===== src/rtl/multicycle_control_if.sv =====
// Shared memory-port handshake between the multi-cycle controller and memory.
// The controller drives the request side (master); memory answers with ready (slave).
interface multicycle_control_if;
  logic mem_req;
  logic mem_we;
  logic mem_ready;

  modport master (
    output mem_req,
    output mem_we,
    input  mem_ready
  );

  modport slave (
    input  mem_req,
    input  mem_we,
    output mem_ready
  );
endinterface


===== src/rtl/multicycle_control.sv =====
// Multi-cycle control FSM: FETCH -> DECODE -> EXECUTE -> [MEM] -> [WRITEBACK].
// Handles the shared memory request/ready handshake, counts retired
// instructions and latches a sticky trap on illegal opcodes.
// Optional build macro: CTRL_MEM_TIMEOUT_EN adds a memory-wait watchdog that
// traps (cause 2'b10) after MEM_TIMEOUT cycles without mem_ready.
module multicycle_control #(
  parameter int ALU_OP_W    = 4,
  parameter int CNT_W       = 32,
  parameter int MEM_TIMEOUT = 16
) (
  input  logic                clk,
  input  logic                rst_n,
  input  logic [6:0]          opcode,
  input  logic [2:0]          funct3,
  input  logic [6:0]          funct7,
  multicycle_control_if.master mem,
  output logic                ir_write,
  output logic                pc_write,
  output logic                branch_en,
  output logic [ALU_OP_W-1:0] alu_op,
  output logic                use_immediate,
  output logic                reg_write,
  output logic [CNT_W-1:0]    instret,
  output logic                trap,
  output logic [1:0]          trap_cause,
  output logic [2:0]          state
);

  // ALU operation encodings shared with the datapath ALU.
  localparam logic [ALU_OP_W-1:0] ALU_ADD = ALU_OP_W'(0);
  localparam logic [ALU_OP_W-1:0] ALU_SUB = ALU_OP_W'(1);

  localparam logic [6:0] OPC_OPIMM  = 7'b0010011;
  localparam logic [6:0] OPC_OP     = 7'b0110011;
  localparam logic [6:0] OPC_BRANCH = 7'b1100011;
  localparam logic [6:0] OPC_LOAD   = 7'b0000011;
  localparam logic [6:0] OPC_STORE  = 7'b0100011;

  localparam logic [1:0] CAUSE_NONE    = 2'b00;
  localparam logic [1:0] CAUSE_ILLEGAL = 2'b01;
  localparam logic [1:0] CAUSE_TIMEOUT = 2'b10;

  typedef enum logic [2:0] {
    S_FETCH   = 3'd0,
    S_DECODE  = 3'd1,
    S_EXECUTE = 3'd2,
    S_MEM     = 3'd3,
    S_WB      = 3'd4,
    S_TRAP    = 3'd5
  } state_t;

  // A zero timeout would trap before memory could ever answer.
  if (MEM_TIMEOUT < 32'sd1) begin : g_timeout_range
    $error("multicycle_control: MEM_TIMEOUT must be >= 1");
  end

  state_t           state_q, state_d;
  logic [CNT_W-1:0] instret_q, instret_d;
  logic             trap_q, trap_d;
  logic [1:0]       trap_cause_q, trap_cause_d;
  logic             timeout_hit_s;
  logic             timeout_s;
  logic             retire_s;
  logic             trap_enter_s;

`ifdef CTRL_MEM_TIMEOUT_EN
  // Counter only needs to reach MEM_TIMEOUT-1; the next wait cycle traps.
  localparam int WAIT_W = (MEM_TIMEOUT < 2) ? 1 : $clog2(MEM_TIMEOUT);
  logic [WAIT_W-1:0] wait_q, wait_d;

  // Current cycle is the last allowed wait cycle.
  assign timeout_hit_s = (wait_q == WAIT_W'(MEM_TIMEOUT - 1));

  // Wait counter: cleared on any state change, counts stalled request cycles.
  always_comb begin
    wait_d = wait_q;
    if (state_d != state_q) begin
      wait_d = '0;
    end else if (mem.mem_req && !mem.mem_ready) begin
      wait_d = wait_q + WAIT_W'(1);
    end else begin
      wait_d = wait_q;
    end
  end

  // Wait counter register.
  always_ff @(posedge clk or negedge rst_n) begin
    if (!rst_n) begin
      wait_q <= '0;
    end else begin
      wait_q <= wait_d;
    end
  end
`else
  // No watchdog: memory may stall indefinitely.
  assign timeout_hit_s = 1'b0;
`endif

  // State register.
  always_ff @(posedge clk or negedge rst_n) begin
    if (!rst_n) begin
      state_q <= S_FETCH;
    end else begin
      state_q <= state_d;
    end
  end

  // Next-state logic; timeout_s marks a trap caused by the memory watchdog.
  always_comb begin
    state_d   = state_q;
    timeout_s = 1'b0;
    case (state_q)
      S_FETCH: begin
        if (mem.mem_ready) begin
          state_d = S_DECODE;
        end else if (timeout_hit_s) begin
          state_d   = S_TRAP;
          timeout_s = 1'b1;
        end else begin
          state_d = S_FETCH;
        end
      end
      S_DECODE: begin
        case (opcode)
          OPC_OPIMM, OPC_OP, OPC_BRANCH, OPC_LOAD, OPC_STORE: state_d = S_EXECUTE;
          default:                                             state_d = S_TRAP;
        endcase
      end
      S_EXECUTE: begin
        case (opcode)
          OPC_OPIMM, OPC_OP:   state_d = S_WB;
          OPC_BRANCH:          state_d = S_FETCH;
          OPC_LOAD, OPC_STORE: state_d = S_MEM;
          // Opcode must not change after DECODE; treat it as illegal if it does.
          default:             state_d = S_TRAP;
        endcase
      end
      S_MEM: begin
        if (mem.mem_ready) begin
          if (opcode == OPC_STORE) begin
            state_d = S_FETCH;
          end else begin
            state_d = S_WB;
          end
        end else if (timeout_hit_s) begin
          state_d   = S_TRAP;
          timeout_s = 1'b1;
        end else begin
          state_d = S_MEM;
        end
      end
      S_WB:    state_d = S_FETCH;
      S_TRAP:  state_d = S_TRAP;
      default: state_d = S_FETCH;
    endcase
  end

  // Output decode from current state (plus opcode/funct and mem_ready).
  always_comb begin
    mem.mem_req   = 1'b0;
    mem.mem_we    = 1'b0;
    ir_write      = 1'b0;
    pc_write      = 1'b0;
    branch_en     = 1'b0;
    alu_op        = ALU_ADD;
    use_immediate = 1'b0;
    reg_write     = 1'b0;
    case (state_q)
      S_FETCH: begin
        mem.mem_req = 1'b1;
        if (mem.mem_ready) begin
          ir_write = 1'b1;
          pc_write = 1'b1;
        end else begin
          ir_write = 1'b0;
          pc_write = 1'b0;
        end
      end
      S_EXECUTE: begin
        case (opcode)
          OPC_OPIMM: begin
            alu_op        = ALU_ADD;
            use_immediate = 1'b1;
          end
          OPC_OP: begin
            if ((funct3 == 3'b000) && (funct7 == 7'b0100000)) begin
              alu_op = ALU_SUB;
            end else begin
              alu_op = ALU_ADD;
            end
          end
          OPC_BRANCH: begin
            alu_op    = ALU_SUB;
            branch_en = 1'b1;
          end
          OPC_LOAD, OPC_STORE: begin
            alu_op        = ALU_ADD;
            use_immediate = 1'b1;
          end
          default: alu_op = ALU_ADD;
        endcase
      end
      S_MEM: begin
        mem.mem_req = 1'b1;
        mem.mem_we  = (opcode == OPC_STORE);
      end
      S_WB:    reg_write = 1'b1;
      default: reg_write = 1'b0;
    endcase
  end

  assign retire_s     = (state_d == S_FETCH) &&
                        ((state_q == S_EXECUTE) || (state_q == S_MEM) || (state_q == S_WB));
  assign trap_enter_s = (state_d == S_TRAP) && (state_q != S_TRAP);

  // Next values for the retire counter and the sticky trap status.
  always_comb begin
    instret_d    = instret_q;
    trap_d       = trap_q;
    trap_cause_d = trap_cause_q;
    if (retire_s) begin
      instret_d = instret_q + CNT_W'(1);
    end else begin
      instret_d = instret_q;
    end
    if (trap_enter_s) begin
      trap_d       = 1'b1;
      trap_cause_d = timeout_s ? CAUSE_TIMEOUT : CAUSE_ILLEGAL;
    end else begin
      trap_d       = trap_q;
      trap_cause_d = trap_cause_q;
    end
  end

  // Retire counter and trap status registers.
  always_ff @(posedge clk or negedge rst_n) begin
    if (!rst_n) begin
      instret_q    <= '0;
      trap_q       <= 1'b0;
      trap_cause_q <= CAUSE_NONE;
    end else begin
      instret_q    <= instret_d;
      trap_q       <= trap_d;
      trap_cause_q <= trap_cause_d;
    end
  end

  assign instret    = instret_q;
  assign trap       = trap_q;
  assign trap_cause = trap_cause_q;
  assign state      = state_q;

endmodule


===== src/flat_wrapper.sv =====
// flat-port wrapper written by rule: the top's interface ports become plain ports
module multicycle_control_flat 
#(
  parameter int ALU_OP_W    = 4,
  parameter int CNT_W       = 32,
  parameter int MEM_TIMEOUT = 16
)
  (clk, rst_n, opcode, funct3, funct7, ir_write, pc_write, branch_en, alu_op, use_immediate, reg_write, instret, trap, trap_cause, state, mem_mem_req, mem_mem_we, mem_mem_ready);
  multicycle_control_if mem_i ();
  input  logic clk;
  input  logic rst_n;
  input  logic [6:0] opcode;
  input  logic [2:0] funct3;
  input  logic [6:0] funct7;
  output logic ir_write;
  output logic pc_write;
  output logic branch_en;
  output logic [ALU_OP_W-1:0] alu_op;
  output logic use_immediate;
  output logic reg_write;
  output logic [CNT_W-1:0] instret;
  output logic trap;
  output logic [1:0] trap_cause;
  output logic [2:0] state;
  output wire logic [$bits(mem_i.mem_req)-1:0] mem_mem_req;
  output wire logic [$bits(mem_i.mem_we)-1:0] mem_mem_we;
  input wire logic [$bits(mem_i.mem_ready)-1:0] mem_mem_ready;
  assign mem_mem_req = mem_i.mem_req;
  assign mem_mem_we = mem_i.mem_we;
  assign mem_i.mem_ready = mem_mem_ready;
  multicycle_control #(.ALU_OP_W(ALU_OP_W), .CNT_W(CNT_W), .MEM_TIMEOUT(MEM_TIMEOUT)) u_core (.clk(clk), .rst_n(rst_n), .opcode(opcode), .funct3(funct3), .funct7(funct7), .mem(mem_i), .ir_write(ir_write), .pc_write(pc_write), .branch_en(branch_en), .alu_op(alu_op), .use_immediate(use_immediate), .reg_write(reg_write), .instret(instret), .trap(trap), .trap_cause(trap_cause), .state(state));
endmodule

===== config.mk =====
export PLATFORM = sky130hd
export DESIGN_NAME = multicycle_control_flat
export DESIGN_NICKNAME = d
export VERILOG_FILES = /design/src/rtl/multicycle_control_if.sv /design/src/rtl/multicycle_control.sv /design/src/flat_wrapper.sv
export SDC_FILE = /design/constraint.sdc
export NUM_CORES = 1
export LEC_CHECK = 0
export BUFFER_PORTS_ARGS = -buffer_cell sky130_fd_sc_hd__buf_2
export CORE_ASPECT_RATIO = 1.5
export CORE_MARGIN = 4
export CORE_UTILIZATION = 40
export DETAILED_ROUTE_END_ITERATION = 7
export MAX_ROUTING_LAYER = met4
export PLACE_DENSITY = 0.76
export SLEW_MARGIN = 20
export SYNTH_ARGS = -nofsm -noshare
export SYNTH_HDL_FRONTEND = slang
export SYNTH_SLANG_ARGS = --single-unit

===== constraint.sdc =====
create_clock -name clk -period 2 [get_ports clk]
set_clock_uncertainty 0.05 [all_clocks]
set_input_delay 0.2 -clock clk [delete_from_list [all_inputs] [get_ports clk]]
set_output_delay 0.2 -clock clk [all_outputs]
set_load 0.02 [all_outputs]

==> flow_metrics.env <==
export IMPL_status="finished clean"
export IMPL_critPathBufInv=3
export IMPL_yosysWarnings=0
export IMPL_cts_sinks=36
export IMPL_drive_above_1_share=0.4965
export IMPL_holdCritPathClass="input pin to async pin"
export IMPL_htreeDepth=2
export IMPL_first_pass_iters=4
export IMPL_synth_cells=193
export IMPL_area_growth_pct=43.27
export IMPL_viasPerCell=5.268
export IMPL_slew_violations=0
export IMPL_post_place_cells=335
export IMPL_regArea_um2=904.6
export IMPL_rows=32
export IMPL_cts_tree="yes"
export IMPL_slew_headroom=0.6223
export IMPL_seq_area_frac_synth=0.4268
export IMPL_worst_pin_slew_ns=0.5665
export IMPL_hpwl_mm=3.970
export IMPL_cts_buffers=5
export IMPL_synth_top_area_frac=0.4268
export IMPL_crit_arrival_ns=2.16
export IMPL_core_mm2=0.005125
export IMPL_avgSynthCellArea_um2=10.94
export IMPL_async_flop_share=1.000
export IMPL_wl_mm=5.590
export IMPL_post_route_period_util=0.9968
export IMPL_synth_area_leaders="dfrtp_1 (43%), xor2_1 (9.5%), xnor2_1 (3.3%), nor4b_2 (2.8%), nand3_1 (2.6%)"
export IMPL_synth_common_cells="dfrtp_1 (36), xor2_1 (23), nand2_1 (12), nand3_1 (11), nor3_1 (9)"
export IMPL_endpoint_kind="flip-flop"
export IMPL_utilization=0.5901
export IMPL_drc_errors=0
export IMPL_synth_edf_count=0
export IMPL_maxCapViolations=0
export IMPL_post_drt_wl_per_cell_um=15.79
export IMPL_ir_worst_vdd_v=0.0004221
export IMPL_dieHeight_um=96.97
export IMPL_critPathLaunchType="flip-flop"
export IMPL_critPathMaxStageDelay_ns=0.41
export IMPL_synth_area_leader_cell="dfrtp_1"
export IMPL_worst_hold_slack_ns=0.3677
export IMPL_synthDistinctLibCells=47
export IMPL_multiInputGateArea_mm2=0.001318
export IMPL_track_usage=0.1747
export IMPL_final_nets=306
export IMPL_rsz0062_at_grt="yes"
export IMPL_grt_overflow=0
export IMPL_grt_pass1_wl_mm=8.597
export IMPL_yosysMostFrequentCell="dfrtp_1"
export IMPL_ys_ff_latch=36
export IMPL_ff2ff_setup_slack_ns=0.006
export IMPL_globalplace_congestion=0.7923
export IMPL_clkTransAtPathRegs_ns=0.08
export IMPL_fmax_mhz=501.6
export IMPL_dieArea_mm2=0.006527
export IMPL_path_cells="buf_6 -> a2111oi_4 -> buf_4 -> o2111ai_4 -> buf_12 -> nor4b_2 -> xor2_1"
export IMPL_cp_top_family="buffers and inverters"
export IMPL_total_power_uw=2226
export IMPL_setup_viol=0
export IMPL_insertion_delay_ns=0.30
export IMPL_num_vias=1865
export IMPL_tns_ns=0
export IMPL_port_buffers=64
export IMPL_crit_path_top_delay_cell="dfrtp_2"
export IMPL_synth_ff_type="dfrtp_1"
export IMPL_clock_path_buffers=2
export IMPL_clockRootBuffer="clkbuf_8"
export IMPL_start_util=0.4119
export IMPL_grt_pass1_vias=1824
export IMPL_required_ns=2.17
export IMPL_crit_fanout=6
export IMPL_period_needed_ns=1.994
export IMPL_antenna_left=0
export IMPL_leakage_uw=0.001466
export IMPL_syn_area_mm2=0.002111
export IMPL_fillCellCount=443
export IMPL_hold_violations=0
export IMPL_ios=69
export IMPL_die_x_um=67.31
export IMPL_grt_start_max_net_pins=25
export IMPL_n_antenna_cell=0
export IMPL_instances_no_fill=354
export IMPL_drtIter0Drc=94
export IMPL_antenna_found_initial=0
export IMPL_worstSetupPathType="flip-flop to flip-flop"
export IMPL_power_per_cell_area_mw_per_mm2=736.1
power by group:
part	leakage, uW	total (uW)	internal (uW)	switching (uW)
Combinational	0.000932	698	310	388
Clock	0.0000541	649	369	280
Sequential	0.000479	879	794	85.3
layout make-up:
type                    instances  share of cell area
clock buffers                   5             0.02276
clock inverters                 3             0.01407
inverters                       3            0.003724
multi-input cells             146              0.4357
flip-flops and latches         36              0.2991
well taps                      68             0.02813
repair buffers                 93              0.1965
flip-flops by register name, indices dropped and copies added, names as in the netlist:
| register | count |
|---|---|
| u_core.state | 3 |
| u_core.trap | 1 |
| u_core.instret | 32 |
worst paths after layout:
| path | endpoint | start | cells past startpoint |
|---|---|---|---|
| hold / removal | u_core.instret[6] | rst_n | 2 |
| max in group asynchronous | u_core.instret[18] | rst_n | 3 |
| setup reg to reg | u_core.instret[21] | u_core.state[0] | 7 |
| setup / recovery | u_core.instret[21] | u_core.state[0] | 7 |
| min in group clk | u_core.instret[31] | u_core.instret[31] | 1 |
| hold reg to reg | u_core.instret[31] | u_core.instret[31] | 1 |
metal layers:
| metal | vias up | routed length (um) | global-route usage |
|---|---|---|---|
| met4 | 0 | 108 | 0.06563 |
| met3 | 7 | 278 | 0.02671 |
| li1 | 884 | - | - |
| met1 | 917 | 2149 | 0.1985 |
| met5 | - | 0 | - |
| met2 | 57 | 3053 | 0.3000 |
layout by cell type (no fill, tap or decap), types with 2 or more instances in the layout:
master,synthesis,routed
nor4b_1,4,3
nor2b_1,2,2
nor3_2,0,3
and3_1,2,2
o211a_4,0,3
inv_1,3,3
nand4b_1,2,2
nor4b_4,0,2
conb_1,1,4
buf_2,3,64
buf_6,3,3
xnor2_1,8,8
nor4b_2,4,3
a21oi_1,4,3
clkbuf_8,0,5
nand2b_1,4,4
nor2_1,8,7
and4_1,2,2
a211oi_1,2,2
nor4_4,1,6
dfrtp_2,0,3
nor4_2,4,3
buf_4,7,22
nand4_1,6,6
dfrtp_1,36,33
or2_2,2,2
xor2_1,23,23
nand3_1,11,11
o211ai_1,2,2
buf_12,0,2
nor3_1,9,5
nand2_1,12,12
through the flow:
step                setup slack, ns  area, um^2
floorplan                  -0.06376        2240
global placement           -0.03534        2691
detailed placement          -0.1466        2691
CTS                        0.006031        2835
global route               -0.08741        3024
finish                     0.006477        3024
what timing repair did:
| item | 4_1_cts | 5_1_grt |
|---|---|---|
| pin swaps | 1 | 7 |
| setup endpoints to repair | 4 | 20 |
| cloned | 1 | 2 |
| buffers inserted | 0 | 7 |
| resized for setup | 2 | 18 |
| hold endpoints to repair | 23 | 0 |
| hold buffers | 1 | 0 |
cells by family after synthesis:
kind of cell	synth area share
compound gates	0.07588
xor+xnor	0.1286
flops	0.4268
buf+inv	0.05335
simple gates	0.2970
fa+ha+maj	0.01126
mux	0.005335
other cells	0.001777
No activity file was read; power rests on OpenSTA's default activity.
